[config.mk]
export PLATFORM = sky130hd
export DESIGN_NAME = mem_access_stage_flat
export DESIGN_NICKNAME = d
export VERILOG_FILES = /design/src/rtl/mem_access_stage_if.sv /design/src/rtl/mem_access_stage.sv /design/src/flat_wrapper.sv
export SDC_FILE = /design/constraint.sdc
export NUM_CORES = 1
export LEC_CHECK = 0
export CORE_ASPECT_RATIO = 0.6
export CORE_UTILIZATION = 31
export DETAILED_ROUTE_END_ITERATION = 8
export PLACE_DENSITY = 0.85
export RECOVER_POWER = 100
export SYNTH_ARGS = -nofsm -noshare
export SYNTH_HDL_FRONTEND = slang
export SYNTH_SLANG_ARGS = --single-unit
[constraint.sdc]
create_clock -name clk -period 2.55 [get_ports clk]
set_input_delay 0.765 -clock clk [delete_from_list [all_inputs] [get_ports clk]]
set_output_delay 0.765 -clock clk [all_outputs]
set_load 0.005 [all_outputs]
[src/rtl/mem_access_stage_if.sv]
// ---------------------------------------------------------------------------
// mem_access_stage_if
//
// Data-RAM port used by the memory-access stage of the pipeline.
//
// Signals:
//   ram_en          request to the RAM (stage -> RAM)
//   ram_write_en    byte strobes, 0000 for loads (stage -> RAM)
//   ram_addr        word-aligned address (stage -> RAM)
//   ram_write_data  store data already shifted into its byte lane (stage -> RAM)
//   ram_ready       RAM accepts/returns in the cycle it is sampled high (RAM -> stage)
//   ram_read_data   load data, valid while ram_ready=1 (RAM -> stage)
//
// Modports:
//   master  the pipeline stage issuing requests
//   slave   the RAM answering them
// ---------------------------------------------------------------------------
interface mem_access_stage_if;
    logic        ram_en;
    logic [3:0]  ram_write_en;
    logic [31:0] ram_addr;
    logic [31:0] ram_write_data;
    logic        ram_ready;
    logic [31:0] ram_read_data;

    modport master (
        output ram_en,
        output ram_write_en,
        output ram_addr,
        output ram_write_data,
        input  ram_ready,
        input  ram_read_data
    );

    modport slave (
        input  ram_en,
        input  ram_write_en,
        input  ram_addr,
        input  ram_write_data,
        output ram_ready,
        output ram_read_data
    );
endinterface

[src/rtl/mem_access_stage.sv]
// ---------------------------------------------------------------------------
// mem_access_stage
//
// Memory-access stage of the 5-stage pipeline, between EX/MEM and write-back.
// Issues loads/stores on the data-RAM port, stalls the front of the pipeline
// while the RAM is slow, and holds the MEM/WB pipeline register. Write-back
// does lane extraction and sign extension from wb_result[1:0] and wb_mem_sel.
//
// Parameters:
//   TIMEOUT_CYCLES  cycles in BUSY without ram_ready before the access is
//                   abandoned; 0 disables the timeout
//   CNT_WIDTH       width of the wait counter, must hold TIMEOUT_CYCLES
//
// Optional feature (compile-time macro MEM_ALIGN_CHECK_EN):
//   defined    misaligned half/word accesses issue no request, capture a
//              bubble and pulse bus_error
//   undefined  misaligned accesses go out with truncated strobes and a
//              misaligned load writes back 0
//
// Ports:
//   clk, rst                synchronous active-high reset
//   flush                   discard the instruction held in this stage
//   valid_in .. current_pc_addr_in   EX/MEM pipeline register contents
//   ram                     data-RAM port (master side)
//   stall_req               hold PC/IF/ID/EX/MEM this cycle
//   bus_error               one-cycle pulse on timeout, illegal mem_sel or
//                           (with MEM_ALIGN_CHECK_EN) misalignment
//   wb_*                    MEM/WB pipeline register outputs
// ---------------------------------------------------------------------------
module mem_access_stage #(
    parameter int TIMEOUT_CYCLES = 16,
    parameter int CNT_WIDTH      = 5
) (
    input  logic                clk,
    input  logic                rst,
    input  logic                flush,
    input  logic                valid_in,
    input  logic [31:0]         result_in,
    input  logic [31:0]         store_data_in,
    input  logic                mem_read_flag_in,
    input  logic                mem_write_flag_in,
    input  logic                mem_sign_flag_in,
    input  logic [3:0]          mem_sel_in,
    input  logic                reg_write_en_in,
    input  logic [4:0]          reg_write_addr_in,
    input  logic [31:0]         current_pc_addr_in,
    mem_access_stage_if.master  ram,
    output logic                stall_req,
    output logic                bus_error,
    output logic [31:0]         wb_result,
    output logic                wb_reg_write_en,
    output logic [4:0]          wb_reg_write_addr,
    output logic                wb_mem_read_flag,
    output logic                wb_mem_write_flag,
    output logic                wb_mem_sign_flag,
    output logic [3:0]          wb_mem_sel,
    output logic [31:0]         wb_ram_read_data,
    output logic [31:0]         wb_current_pc_addr
);

    typedef enum logic {
        IDLE = 1'b0,
        BUSY = 1'b1
    } state_t;

    localparam logic [CNT_WIDTH-1:0] TIMEOUT_VAL = CNT_WIDTH'(TIMEOUT_CYCLES);
    localparam logic                 TIMEOUT_ON  = (TIMEOUT_CYCLES != 0);

    state_t               state;
    state_t               state_next;
    logic [CNT_WIDTH-1:0] wait_cnt;
    logic [CNT_WIDTH-1:0] wait_cnt_next;
    logic                 kill;
    logic                 kill_next;
    logic                 err_next;
    logic                 capture;
    logic                 ram_req;

    logic                 is_store;
    logic                 is_load;
    logic                 mem_op;
    logic                 sel_legal;
    logic                 misaligned;
    logic                 align_fault;
    logic                 access_fault;
    logic [3:0]           strb;
    logic [31:0]          lane_data;
    logic [31:0]          capture_rdata;

    // A store wins when both flags are set, so a load is only a pure read.
    assign is_store  = mem_write_flag_in;
    assign is_load   = mem_read_flag_in & ~mem_write_flag_in;
    assign mem_op    = valid_in & (mem_read_flag_in | mem_write_flag_in);

    assign sel_legal  = (mem_sel_in == 4'b0001) || (mem_sel_in == 4'b0011) ||
                        (mem_sel_in == 4'b1111);
    assign misaligned = ((mem_sel_in == 4'b0011) && result_in[0]) ||
                        ((mem_sel_in == 4'b1111) && (result_in[1:0] != 2'b00));

`ifdef MEM_ALIGN_CHECK_EN
    assign align_fault = misaligned;
`else
    assign align_fault = 1'b0;
`endif

    assign access_fault = ~sel_legal | align_fault;

    // Strobes and data move into the lane selected by the low address bits;
    // strobes that fall off the top of the word are simply lost.
    assign strb      = mem_sel_in << result_in[1:0];
    assign lane_data = store_data_in << {result_in[1:0], 3'b000};

    // Misaligned loads (only reachable with the alignment check off) return 0.
    assign capture_rdata = (is_load && !misaligned) ? ram.ram_read_data : 32'h0;

    assign ram.ram_addr       = {result_in[31:2], 2'b00};
    assign ram.ram_en         = ram_req;
    assign ram.ram_write_en   = (ram_req && is_store) ? strb : 4'b0000;
    assign ram.ram_write_data = (ram_req && is_store) ? lane_data : 32'h0;

    // Next-state and request/stall decode. Upstream is frozen while BUSY, so
    // the EX/MEM inputs still describe the in-flight access.
    always_comb begin
        state_next    = state;
        wait_cnt_next = wait_cnt;
        kill_next     = kill;
        err_next      = 1'b0;
        capture       = 1'b0;
        ram_req       = 1'b0;
        stall_req     = 1'b0;

        case (state)
            IDLE: begin
                wait_cnt_next = '0;
                kill_next     = 1'b0;
                if (flush || !valid_in) begin
                    capture = 1'b0;
                end else if (!mem_op) begin
                    capture = 1'b1;
                end else if (access_fault) begin
                    err_next = 1'b1;
                end else begin
                    ram_req = 1'b1;
                    if (ram.ram_ready) begin
                        capture = 1'b1;
                    end else begin
                        stall_req     = 1'b1;
                        state_next    = BUSY;
                        wait_cnt_next = CNT_WIDTH'(1);
                    end
                end
            end

            BUSY: begin
                if (flush) begin
                    kill_next = 1'b1;
                end
                if (ram.ram_ready) begin
                    // A flush seen during the wait turns the completion into a
                    // bubble, but the bus transfer itself still finishes.
                    ram_req       = 1'b1;
                    capture       = ~(kill | flush);
                    state_next    = IDLE;
                    kill_next     = 1'b0;
                    wait_cnt_next = '0;
                end else if (TIMEOUT_ON && (wait_cnt == TIMEOUT_VAL)) begin
                    err_next      = 1'b1;
                    state_next    = IDLE;
                    kill_next     = 1'b0;
                    wait_cnt_next = '0;
                end else begin
                    ram_req   = 1'b1;
                    stall_req = 1'b1;
                    if (wait_cnt != {CNT_WIDTH{1'b1}}) begin
                        wait_cnt_next = wait_cnt + CNT_WIDTH'(1);
                    end
                end
            end

            default: begin
                state_next = IDLE;
            end
        endcase
    end

    // Control state: FSM, wait counter, flush kill bit and the error pulse.
    always_ff @(posedge clk) begin
        if (rst) begin
            state     <= IDLE;
            wait_cnt  <= '0;
            kill      <= 1'b0;
            bus_error <= 1'b0;
        end else begin
            state     <= state_next;
            wait_cnt  <= wait_cnt_next;
            kill      <= kill_next;
            bus_error <= err_next;
        end
    end

    // MEM/WB register: every cycle either takes the instruction or a bubble,
    // so a stalled instruction reaches write-back exactly once.
    always_ff @(posedge clk) begin
        if (rst || !capture) begin
            wb_result          <= 32'h0;
            wb_reg_write_en    <= 1'b0;
            wb_reg_write_addr  <= 5'h0;
            wb_mem_read_flag   <= 1'b0;
            wb_mem_write_flag  <= 1'b0;
            wb_mem_sign_flag   <= 1'b0;
            wb_mem_sel         <= 4'h0;
            wb_ram_read_data   <= 32'h0;
            wb_current_pc_addr <= 32'h0;
        end else begin
            wb_result          <= result_in;
            wb_reg_write_en    <= reg_write_en_in;
            wb_reg_write_addr  <= reg_write_addr_in;
            wb_mem_read_flag   <= is_load;
            wb_mem_write_flag  <= is_store;
            wb_mem_sign_flag   <= mem_sign_flag_in;
            wb_mem_sel         <= mem_sel_in;
            wb_ram_read_data   <= capture_rdata;
            wb_current_pc_addr <= current_pc_addr_in;
        end
    end

endmodule

[src/flat_wrapper.sv]
// flat-port wrapper written by rule: the top's interface ports become plain ports
module mem_access_stage_flat 
#(
    parameter int TIMEOUT_CYCLES = 16,
    parameter int CNT_WIDTH      = 5
)
  (clk, rst, flush, valid_in, result_in, store_data_in, mem_read_flag_in, mem_write_flag_in, mem_sign_flag_in, mem_sel_in, reg_write_en_in, reg_write_addr_in, current_pc_addr_in, stall_req, bus_error, wb_result, wb_reg_write_en, wb_reg_write_addr, wb_mem_read_flag, wb_mem_write_flag, wb_mem_sign_flag, wb_mem_sel, wb_ram_read_data, wb_current_pc_addr, ram_ram_en, ram_ram_write_en, ram_ram_addr, ram_ram_write_data, ram_ram_ready, ram_ram_read_data);
  mem_access_stage_if ram_i ();
  input  logic clk;
  input  logic rst;
  input  logic flush;
  input  logic valid_in;
  input  logic [31:0] result_in;
  input  logic [31:0] store_data_in;
  input  logic mem_read_flag_in;
  input  logic mem_write_flag_in;
  input  logic mem_sign_flag_in;
  input  logic [3:0] mem_sel_in;
  input  logic reg_write_en_in;
  input  logic [4:0] reg_write_addr_in;
  input  logic [31:0] current_pc_addr_in;
  output logic stall_req;
  output logic bus_error;
  output logic [31:0] wb_result;
  output logic wb_reg_write_en;
  output logic [4:0] wb_reg_write_addr;
  output logic wb_mem_read_flag;
  output logic wb_mem_write_flag;
  output logic wb_mem_sign_flag;
  output logic [3:0] wb_mem_sel;
  output logic [31:0] wb_ram_read_data;
  output logic [31:0] wb_current_pc_addr;
  output wire logic [$bits(ram_i.ram_en)-1:0] ram_ram_en;
  output wire logic [$bits(ram_i.ram_write_en)-1:0] ram_ram_write_en;
  output wire logic [$bits(ram_i.ram_addr)-1:0] ram_ram_addr;
  output wire logic [$bits(ram_i.ram_write_data)-1:0] ram_ram_write_data;
  input wire logic [$bits(ram_i.ram_ready)-1:0] ram_ram_ready;
  input wire logic [$bits(ram_i.ram_read_data)-1:0] ram_ram_read_data;
  assign ram_ram_en = ram_i.ram_en;
  assign ram_ram_write_en = ram_i.ram_write_en;
  assign ram_ram_addr = ram_i.ram_addr;
  assign ram_ram_write_data = ram_i.ram_write_data;
  assign ram_i.ram_ready = ram_ram_ready;
  assign ram_i.ram_read_data = ram_ram_read_data;
  mem_access_stage #(.TIMEOUT_CYCLES(TIMEOUT_CYCLES), .CNT_WIDTH(CNT_WIDTH)) u_core (.clk(clk), .rst(rst), .flush(flush), .valid_in(valid_in), .result_in(result_in), .store_data_in(store_data_in), .mem_read_flag_in(mem_read_flag_in), .mem_write_flag_in(mem_write_flag_in), .mem_sign_flag_in(mem_sign_flag_in), .mem_sel_in(mem_sel_in), .reg_write_en_in(reg_write_en_in), .reg_write_addr_in(reg_write_addr_in), .current_pc_addr_in(current_pc_addr_in), .ram(ram_i), .stall_req(stall_req), .bus_error(bus_error), .wb_result(wb_result), .wb_reg_write_en(wb_reg_write_en), .wb_reg_write_addr(wb_reg_write_addr), .wb_mem_read_flag(wb_mem_read_flag), .wb_mem_write_flag(wb_mem_write_flag), .wb_mem_sign_flag(wb_mem_sign_flag), .wb_mem_sel(wb_mem_sel), .wb_ram_read_data(wb_ram_read_data), .wb_current_pc_addr(wb_current_pc_addr));
endmodule
**Yosys cells after proc, flatten, opt, wreduce, memory -nomap -nowiden**

Cells that the tools add are included.

- Add/subtract/negate cells: 1
- $mul: 0
- Divide/modulo/power cells: 0
- Order comparisons: 0
- Equality and inequality tests: 7
- Shifts and indexed selects: 2
- Muxes and demuxes: 38
- Bitwise logic cells: 8
- Reduce and logical (&&, ||, !) cells: 14

Operators with widths:

| kind | count |
|---|---|
| $mux 32 | 1 |
| $shl 32x5->32 | 1 |
| $mux 5 | 6 |
| $mux 1 | 24 |
| $pmux 1 s2 | 5 |
| $pmux 5 s2 | 1 |
| $ne 4x4->1 const B | 2 |
| $add 5x1->5 const B | 1 |
| $eq 5x5->1 const B | 1 |
| $logic_or 1x1->1 | 5 |
| $ne 5x5->1 const B | 1 |
| $eq 4x1->1 const B | 1 |
| $eq 4x2->1 const B | 1 |
| $eq 4x4->1 const B | 1 |
| $logic_and 1x1->1 | 4 |
| $mux 4 | 1 |
| $not 1->1 | 4 |
| $shl 4x2->4 | 1 |
| $logic_not 1->1 | 3 |
| $and 1x1->1 | 2 |
| $or 1x1->1 | 2 |
| $reduce_bool 2->1 | 1 |
| $reduce_or 2->1 | 1 |

- Register bits: 117
- Bits in latches: 0
- Memory bits (writable): 0
- Memory bits (read-only): 0
- Input port bits: 146
- Output and inout bits: 180
- Logic and storage cells: 83
- Memories kept: 0

**Longest topological paths before layout**

Gate-level depths: netlist of run 1.

- Depth in word-level cells: 10
- Depth in mapped cells: 8
- Mapped depth without buffers: 6

**Worst setup path after synthesis of run 1**

No wires, ideal clock.

- Kind: input to output
- Start point: input flush
- End point: output ram_ram_write_data[10]
- Arrival time: 1,815 ps
- Required time: 1,785 ps
- Slack: -30 ps
- Stages on the path: 6
- Path buffers: 2
- Cells stage by stage: nor3b_4 -> o211ai_4 -> a21bo_1 -> buf_6 -> buf_6 -> nor3_2

- Word-level cells in the longest chain between the ends: 5

Ends and longest elaborated chain:

| element | line | text |
|---|---|---|
| start, declared | flat_wrapper.sv:11 | `input logic flush;` |
| $logic_or 1x1->1 | mem_access_stage.sv:136 | `if (flush \|\| !valid_in) begin` |
| $mux 1 | mem_access_stage.sv:136 |  |
| $pmux 1 s2 | mem_access_stage.sv:132 | `case (state)` |
| $logic_and 1x1->1 | mem_access_stage.sv:119 | `assign ram.ram_write_data = (ram_req && is_store) ? lane_data : 32'h0;` |
| $mux 32 | mem_access_stage.sv:119 |  |
| end, declared | flat_wrapper.sv:36 | `output wire logic [$bits(ram_i.ram_write_data)-1:0] ram_ram_write_data;` |

No other way between the ends.

**Final worst setup path of run 1**

- Start point: input flush
- End point: output ram_ram_write_data[6]

The elaborated chain is that of the path after synthesis.

==> results.json, run 1 <==
{
  "synthFlopType": "dfxtp_1",
  "critPathMaxFanout": 2,
  "r2r-start": "u_core.state",
  "path_class": "input pin to output port",
  "row_count": 33,
  "synthToLayoutAreaGrowth_pct": 104,
  "cp-startpoint": "flush",
  "drt_drc_violations_left": 0,
  "core_um2": 13800,
  "die_h_um": 94.8,
  "first_global_vias": 4484,
  "critPathLaunchType": "input pin",
  "ys_seq_area_share_pct": 52.7,
  "yosysTopAreaCell": "dfxtp_1",
  "grt_pass1_wl_mm": 24.9,
  "drtIter0Drc": 223,
  "dr.pass1.iters": 4,
  "rsz0062_at_grt": "yes",
  "viasPerCell": 4.52,
  "rr_worst_depth": 10,
  "crit_family": "buffers and inverters",
  "cts_inserted_buffers": 17,
  "hpwl_mm": 12.3,
  "gp_congestion": 0.948,
  "finalClockSkew_ns": 0.00825,
  "async_reset_ff_share_pct": 0,
  "io_pins": 326,
  "slowest_delay_ns": 0.26,
  "slew_viol_final": 0,
  "cts.sinks": 117,
  "ys_warn_count": 0,
  "io_buffer_count": 323,
  "synth.area.top_cells": "dfxtp_1, and2_1, buf_4",
  "drtAntennaViolNets": 0,
  "post-synth-top-count-cell": "dfxtp_1",
  "dieArea_um2": 14800,
  "synthCells": 431,
  "min_period_ns": 2.95,
  "ir_drop_mv": 0.343,
  "ys_ff_latch": 117,
  "clockRootBuffer": "clkbuf_16",
  "worstPathArrival_ns": 2.18,
  "drive_above_1_share_pct": 26.8,
  "ys_types": 41,
  "power_leakage_nw": 3.85,
  "place_ws_ns": -1.03,
  "clk_pin_slew_ns": 0.06,
  "grt_use_total_pct": 22.6,
  "power_density_nw_per_um2": 527,
  "regToRegSetupSlack_ns": 0.46,
  "hold_start": "u_core.kill",
  "die_x_um": 157,
  "ctsLongestPathBuffers": 2,
  "initial_utilization_pct": 32.2,
  "cts_hold_buf": 0,
  "cp.depth": 10,
  "stdcell_count": 1005,
  "hold_end": "u_core.kill",
  "hold_viol": 0,
  "outcome": "finished, violations left",
  "vias": 4547,
  "worstPathCellList": "buf_8 -> nor3b_4 -> o211ai_4 -> buf_6 -> a21boi_4 -> buf_6 -> buf_6 -> buf_6 -> and3_4 -> buf_6",
  "setup_ws_ns": -0.395,
  "cp-end-kind": "output port",
  "cts.htree.levels": 4,
  "grt.overflow.total": 0,
  "drv_cap": 0,
  "rr_endpoint": "u_core.wb_ram_read_data[7]",
  "layout.nets": 946,
  "cts_tree": "yes",
  "synthTopCellsByCount": "dfxtp_1, and2_1, buf_4",
  "holdPathStages": 2,
  "placed_cells": 953,
  "antenna_found_initial": 3,
  "crit_buf_inv": 6,
  "setup_viol": 38,
  "period_share_pct": 115,
  "violations": "negative setup slack",
  "critPathRequiredTime_ns": 1.79,
  "cpMostUsedCell": "buf_6",
  "synth_area_um2": 4450,
  "totalWireLength_mm": 16.9,
  "insertion_delay_ns": 0.39,
  "syn_avg_cell_area_um2": 10.3,
  "synth_top_area_share_pct": 52.7,
  "fmax_mhz": 340,
  "grt_max_degree": 53,
  "hp-class": "flip-flop to flip-flop",
  "slowest_stage": "nor3b_4",
  "wire_per_inst_um": 16.9,
  "synth_edf_count": 0
}
## how the worst max path moves through the flow
stage                                   endpoint  slack, ns
after floorplan           ram_ram_write_data[10]      -0.01
after global placement       ram_ram_write_en[0]      -0.96
after detailed placement   ram_ram_write_data[2]      -1.03
after CTS                    ram_ram_write_en[0]      -0.33
after global routing       ram_ram_write_data[6]      -0.44
final                      ram_ram_write_data[6]      -0.40
## timing repair
item,in CTS,in global routing
endpoints found under the hold margin,0,0
pin swaps,20,8
setup buffers,8,5
gates cloned,5,0
endpoints found under the setup margin,44,50
gates resized for setup,257,31
## per-layer routing
layer	up-vias	global-route usage, %	wire, µm
li1	2148	-	-
met1	2151	28.0	7410
met2	218	36.0	7950
met3	30	7.53	1220
met4	0	9.40	368
met5	-	0	0
## cell usage in the layout, fill, tap and decap left out, drive strengths merged, types with 7 or more instances in the layout
cell type      count
buf              119
inv                7
clkbuf            19
dfxtp            117
clkdlybuf4s50    256
nor3              12
a211oi            18
and3              26
nor2              27
dlygate4sd2       11
and2              93
mux2i             19
nor2b             14
dlymetal6s2s      12
a21oi             13
## logic make-up (layout without fill, tap and decap cells)
logic type	after synthesis	count (layout)	share of synthesized area, %
flip-flops	117	117	52.7
XOR/XNOR	2	2	0.394
buffers and inverters	58	436	8.61
AND/OR/NAND/NOR	186	186	25.4
adder cells (fa/ha/maj)	3	3	0.844
other	1	5	0.0843
multiplexers	19	19	4.28
AO/OA/AOI/OAI	45	45	7.74
## worst register-to-register path, cell delays in order, from the launching register on
cell and delay, ns:
dfxtp_1 0.38, nor3b_4 0.27, o211ai_4 0.12, buf_6 0.14, buf_4 0.12, buf_6 0.11, buf_6 0.11, buf_4 0.15
a221oi_4 0.31, buf_12 0.18, and2_1 0.13
## report_power, final
| group | switching [mW] | leakage [nW] | internal [mW] |
|---|---|---|---|
| clock network | 0.880 | 0.281 | 1.45 |
| registers | 0.00514 | 0.945 | 1.85 |
| logic | 0.216 | 2.63 | 0.385 |
| total | 1.10 | 3.85 | 3.68 |
## registers in the layout, indices dropped and copies added (netlist names)
register	count
u_core.wb_mem_sel	4
u_core.wb_reg_write_addr	5
u_core.wb_mem_sign_flag	1
u_core.wb_result	32
u_core.wb_mem_write_flag	1
u_core.kill	1
u_core.wb_ram_read_data	32
u_core.bus_error	1
u_core.state	1
u_core.wb_mem_read_flag	1
u_core.wb_current_pc_addr	32
u_core.wait_cnt	5
u_core.wb_reg_write_en	1
## per-stage QoR
step | hold WS (ns) | setup TNS, ns | total power [mW] | area (µm²) | utilization, %
floorplan | 0.451 | -0.125 | 2.05 | 4460 | -
CTS | 0.524 | -7.63 | 4.82 | 8930 | 64.5
finish | 0.525 | -11.39 | 4.78 | 9070 | 65.6
global placement | 0.479 | -41.35 | 2.43 | 8090 | 58.5
detailed placement | 0.512 | -43.91 | 2.44 | 8090 | 58.5
global route | 0.553 | -13.56 | 4.98 | 9070 | 65.6
## final cells by class
type / instances / area, µm²
inverters: 3 / 11.3
clock inverters: 14 / 151
diodes: 3 / 7.51
flip-flops and latches: 117 / 2340
clock buffers: 18 / 429
fillers: 1056 / 4760
multi-input cells: 257 / 2040
repair buffers: 401 / 3850
well taps: 192 / 240
Note: power is estimated with default switching activity, not from simulation.
==> run 2: changes to the inputs <==
--- a/config.mk
+++ b/config.mk
@@ -5,7 +5,7 @@
 export SDC_FILE = /design/constraint.sdc
 export NUM_CORES = 1
 export LEC_CHECK = 0
-export CORE_ASPECT_RATIO = 0.6
+export CORE_ASPECT_RATIO = 0.75
 export CORE_UTILIZATION = 31
 export DETAILED_ROUTE_END_ITERATION = 8
 export PLACE_DENSITY = 0.85
==> results.json, run 2 (synthesis gave the netlist of run 1 again) <==
{
  "io_pins": 326,
  "drtIter0Drc": 148,
  "cts_tree": "yes",
  "final_util_pct": 65.8,
  "postPlaceCellArea_um2": 8000,
  "power_leakage_nw": 3.81,
  "worstPathCellList": "buf_8 -> nor3b_4 -> o211ai_4 -> buf_6 -> a21boi_4 -> buf_6 -> buf_6 -> and3_4 -> buf_6",
  "layout.nets": 942,
  "hold_slack_ns": 0.615,
  "outcome": "finished, violations left",
  "place_ws_ns": -1.02,
  "setup_tns_ns": -6.93,
  "final_common_cell": "clkdlybuf4s50_1",
  "reg_top3": "u_core.wb_current_pc_addr: 32 flops, u_core.wb_ram_read_data: 32 flops, u_core.wb_result: 32 flops",
  "clk_pin_slew_ns": 0.05,
  "drtAntennaViolNets": 0,
  "cts.sinks": 117,
  "fmax_mhz": 356,
  "period_share_pct": 110,
  "min_period_ns": 2.81,
  "cp-end-kind": "output port",
  "synthToLayoutAreaGrowth_pct": 105,
  "final_cell_mix": "clkdlybuf4s50_1, dfxtp_1, and2_1",
  "hpwl_mm": 11.4,
  "slowest_stage": "nor3b_4",
  "slew_viol_final": 0,
  "core_um2": 13800,
  "setup_ws_ns": -0.263,
  "power_density_nw_per_um2": 541,
  "setup_viol": 38,
  "die_h_um": 106,
  "tightest_slew_ns": 0.715,
  "ctsLongestPathBuffers": 2,
  "io_buffer_count": 323,
  "gp_congestion": 0.895,
  "dieArea_um2": 14800,
  "critPathRequiredTime_ns": 1.79,
  "die_x_um": 140,
  "violations": "negative setup slack",
  "cts.htree.levels": 4,
  "row_count": 37,
  "hp-class": "flip-flop to flip-flop",
  "drive_above_1_share_pct": 27.3,
  "slew_headroom_pct": 52.3,
  "drv_cap": 0,
  "slowest_delay_ns": 0.26,
  "initial_utilization_pct": 32.1,
  "cpMostUsedCell": "buf_6",
  "rsz0062_at_grt": "yes",
  "grt_pass1_wl_mm": 24.0,
  "dr.pass1.iters": 4,
  "stdcell_count": 981,
  "critPathLaunchType": "input pin",
  "antenna_found_initial": 0,
  "totalWireLength_mm": 15.9,
  "grt_max_degree": 42,
  "ir_drop_mv": 0.423,
  "critPathMaxFanout": 4,
  "final_area_um2": 9110,
  "clockRootBuffer": "clkbuf_16",
  "grt.overflow.total": 0,
  "placed_cells": 926,
  "finalClockSkew_ns": 0.0106,
  "grt_use_total_pct": 21.2,
  "vias": 4390,
  "wire_per_inst_um": 16.2,
  "antennaDiodeCount": 0,
  "path_class": "input pin to output port",
  "insertion_delay_ns": 0.39,
  "drt_drc_violations_left": 0,
  "p_total_mw": 4.93,
  "worstPathArrival_ns": 2.05,
  "viasPerCell": 4.48,
  "hold_viol": 0,
  "cts_inserted_buffers": 17,
  "first_global_vias": 4361
}
==> run 2: changes by cell type in the layout (fill, tap and decap cells not counted), moves of 2 or more <==
cell             before  now
a21oi_2               4    8
diode_2               3    0
mux2i_2               4    7
dlymetal6s2s_1       12    6
nor2_4                7    9
clkinvlp_4            2    0
buf_4                58   55
inv_8                 0    2
dlygate4sd2_1        11    8
nor2_2                3    0
a21oi_1               9    5
clkdlybuf4s50_1     256  265
mux2i_1              13    9
==> run 2: layout make-up <==
cell class	instances	area, µm²
clock buffer	17	425
clock inverter	15	193
fill	1071	4730
inverter	3	11.3
multi-input combinational	257	2090
sequential	117	2340
tap	175	219
timing repair buffer	397	3830
==> run 2: repair_timing <==
action                                  in CTS  in global routing
pin swaps                                   18                 15
endpoints found under the setup margin      42                 44
gates resized for setup                    240                 54
gates cloned                                 6                  0
hold buffers                                 0                  0
buffers inserted                            18                  3
==> run 2: critical path: cells and delay by family <==
family                 cells  cell delay [ns]
buffers and inverters      5             0.54
AND/OR/NAND/NOR            2             0.43
AO/OA/AOI/OAI              2             0.30
==> run 2: worst paths after layout <==
check                           from                           to  slack (ns)  cells after the start
setup / recovery               flush          ram_ram_write_en[0]       -0.26                      9
setup reg to reg        u_core.state  u_core.wb_ram_read_data[16]        0.22                      8
hold reg to reg   u_core.wait_cnt[4]           u_core.wait_cnt[4]        0.61                      2
hold / removal    u_core.wait_cnt[4]           u_core.wait_cnt[4]        0.61                      2
==> run 2: report_power, final <==
group | internal [mW] | total [mW] | switching [mW]
clock network | 1.57 | 2.47 | 0.907
logic | 0.391 | 0.603 | 0.213
registers | 1.85 | 1.85 | 0.00524
==> run 2: layer usage <==
| layer | GRT usage, % | vias to the layer above | part of all wire, % |
|---|---|---|---|
| met2 | 36.4 | 184 | 50 |
| met3 | 6.77 | 29 | 6.8 |
| li1 | - | 2144 | - |
| met4 | 8.32 | 0 | 2.4 |
| met1 | 24.5 | 2033 | 40 |
| met5 | 0 | - | 0 |
==> run 3: changes to the inputs <==
--- a/config.mk
+++ b/config.mk
@@ -5,9 +5,11 @@
 export SDC_FILE = /design/constraint.sdc
 export NUM_CORES = 1
 export LEC_CHECK = 0
+export ABC_AREA = 1
 export CORE_ASPECT_RATIO = 0.75
-export CORE_UTILIZATION = 31
+export CORE_UTILIZATION = 32
 export DETAILED_ROUTE_END_ITERATION = 8
+export MAX_ROUTING_LAYER = met4
 export PLACE_DENSITY = 0.85
 export RECOVER_POWER = 100
 export SYNTH_ARGS = -nofsm -noshare
==> constraint.sdc (replaced) <==
create_clock -name clk -period 2.5 [get_ports clk]
set_input_delay 0.75 -clock clk [delete_from_list [all_inputs] [get_ports clk]]
set_output_delay 0.75 -clock clk [all_outputs]
set_load 0.005 [all_outputs]
==> results.json, run 3 <==
{
  "drv_cap": 0,
  "synthCells": 597,
  "cts_inserted_buffers": 17,
  "cp-end-kind": "output port",
  "ctsLongestPathBuffers": 2,
  "io_pins": 326,
  "core_um2": 14500,
  "clockRootBuffer": "clkbuf_16",
  "reg_top3": "u_core.wb_current_pc_addr: 32 flops, u_core.wb_ram_read_data: 32 flops, u_core.wb_result: 32 flops",
  "synth.area.top_cells": "dfxtp_1, inv_1, nor2_1",
  "initial_utilization_pct": 33.0,
  "place_ws_ns": -0.945,
  "ys_warn_count": 0,
  "yosysTopAreaCell": "dfxtp_1",
  "drive_above_1_share_pct": 28.3,
  "grt_max_degree": 33,
  "rsz0062_at_grt": "yes",
  "synthAdderAreaFrac_pct": 0.782,
  "first_global_vias": 5030,
  "power_leakage_nw": 4.71,
  "async_reset_ff_share_pct": 0,
  "rr_endpoint": "u_core.wb_result[26]",
  "antenna_found_initial": 0,
  "grt.overflow.total": 0,
  "totalWireLength_mm": 18.4,
  "hold_end": "u_core.wait_cnt[4]",
  "hold_viol": 0,
  "violations": "negative setup slack",
  "drtIter0Drc": 210,
  "min_period_ns": 2.79,
  "critPathLaunchType": "input pin",
  "dr.pass1.iters": 4,
  "setup_viol": 35,
  "row_count": 38,
  "wire_per_inst_um": 15.3,
  "antennaDiodeCount": 0,
  "hpwl_mm": 12.3,
  "dieArea_um2": 15500,
  "p_total_mw": 5.12,
  "synth_area_um2": 4800,
  "synth_top_family_by_area": "simple AND/OR/NAND/NOR gates",
  "clk_pin_slew_ns": 0.06,
  "cts.sinks": 117,
  "holdPathStages": 2,
  "grt_use_total_pct": 22.5,
  "ys_ff_latch": 117,
  "rr_worst_depth": 9,
  "final_area_um2": 9790,
  "synth_top_area_share_pct": 48.8,
  "synthTopCellsByCount": "inv_1, dfxtp_1, nor2_1",
  "critPathMaxFanout": 8,
  "ys_types": 31,
  "die_x_um": 143,
  "muxShareOfSynthArea_pct": 1.67,
  "worstPathArrival_ns": 2.04,
  "post-synth-top-count-cell": "inv_1",
  "grt_pass1_wl_mm": 25.7,
  "hold_start": "u_core.wait_cnt[4]",
  "insertion_delay_ns": 0.39,
  "drt_drc_violations_left": 0,
  "regToRegSetupSlack_ns": 0.79,
  "postPlaceCellArea_um2": 8430,
  "die_h_um": 108,
  "outcome": "finished, violations left",
  "fmax_mhz": 358,
  "slew_viol_final": 0,
  "finalClockSkew_ns": 0.00676,
  "final_cell_mix": "clkdlybuf4s50_1, inv_1, dfxtp_1",
  "hp-class": "flip-flop to flip-flop",
  "ys_seq_area_share_pct": 48.8,
  "synthSimpleGateAreaFrac_pct": 24.7,
  "path_class": "input pin to output port",
  "layout.nets": 1141,
  "vias": 5209,
  "synth_compound_area_share_pct": 4.93,
  "syn_avg_cell_area_um2": 8.04,
  "io_buffer_count": 323,
  "final_common_cell": "clkdlybuf4s50_1",
  "setup_ws_ns": -0.290,
  "synthFlopType": "dfxtp_1",
  "synth_edf_count": 0,
  "cts.htree.levels": 4,
  "drtAntennaViolNets": 0,
  "period_share_pct": 112,
  "ir_drop_mv": 0.470,
  "viasPerCell": 4.32,
  "cts_tree": "yes",
  "critPathRequiredTime_ns": 1.75,
  "power_density_nw_per_um2": 524,
  "synth-xor-area-share_pct": 0.365,
  "gp_congestion": 0.937,
  "r2r-start": "u_core.state",
  "synthToLayoutAreaGrowth_pct": 104
}
-- run 3: logic make-up (layout without fill, tap and decap cells) --
logic type / count (synthesis) / count (layout)
xor gates and xnor gates: 2 / 2
buffers and inverters: 184 / 591
and+or+nand+nor: 236 / 236
adders and majority gates: 3 / 3
AOI/OAI and AO/OA: 46 / 46
muxes: 8 / 8
other: 1 / 2
DFF: 117 / 117
-- run 3: how the worst max path moves through the flow --
stage                             startpoint                     end  slack [ns]  cells after the start
final                          mem_sel_in[2]   ram_ram_write_data[5]       -0.29                     12
after global routing      u_core.wait_cnt[0]   ram_ram_write_data[5]       -0.33                     11
after CTS                      mem_sel_in[3]   ram_ram_write_data[6]       -0.37                     14
after detailed placement       mem_sel_in[0]   ram_ram_write_data[0]       -0.95                     11
after global placement         mem_sel_in[2]  ram_ram_write_data[14]       -0.86                     11
after floorplan                mem_sel_in[2]     ram_ram_write_en[1]        0.13                      8
-- run 3: layer usage --
metal | vias to the layer above | share of wire [%] | track usage, %
met4 | 0 | 2.6 | 6.91
met2 | 241 | 50 | 39.4
met1 | 2406 | 40 | 24.7
met5 | - | 0 | -
li1 | 2512 | - | -
met3 | 50 | 7.9 | 6.47
-- run 3: cell type report --
class | count | area, µm²
Clock buffer | 17 | 425
Fill cell | 1092 | 4760
Sequential cell | 117 | 2340
Timing Repair Buffer | 432 | 4220
Clock inverter | 15 | 169
Inverter | 127 | 488
Multi-Input combinational cell | 297 | 1890
Tap cell | 200 | 250
-- run 3: timing repair --
action                     CTS  global route
pin swaps                   23            19
hold buffers                 0             0
gates cloned                 4             6
hold endpoints to repair     0             0
buffers inserted            35            13
setup endpoints to repair   54           160
resized for setup          302            64
-- run 3: power by group --
part,total [mW],switching (mW),internal [mW]
Sequential,1.91,0.00934,1.90
Clock,2.42,0.925,1.49
Combinational,0.797,0.324,0.472
-- run 3: metrics by stage --
stage / util, % / cells / setup TNS (ns) / hold WS (ns)
2_1_floorplan: - / 598 / 0 / 0.432
3_3_place_gp: 57.9 / 1124 / -32.46 / 0.445
3_5_place_dp: 57.9 / 1124 / -34.05 / 0.454
4_1_cts: 65.2 / 1195 / -15.54 / 0.481
5_1_grt: 67.3 / 1205 / -6.18 / 0.551
6_report: 67.3 / 1205 / -4.42 / 0.516
-- run 3: worst max-delay path, stage by stage --
cell and delay, ns:
buf_8 0.11, inv_6 0.05, nand3_4 0.08, nand2_4 0.11, nand3_4 0.08, nand2_4 0.07, nand3_4 0.10, buf_8 0.16
buf_12 0.14, buf_6 0.12, nor3_4 0.12, buf_2 0.14
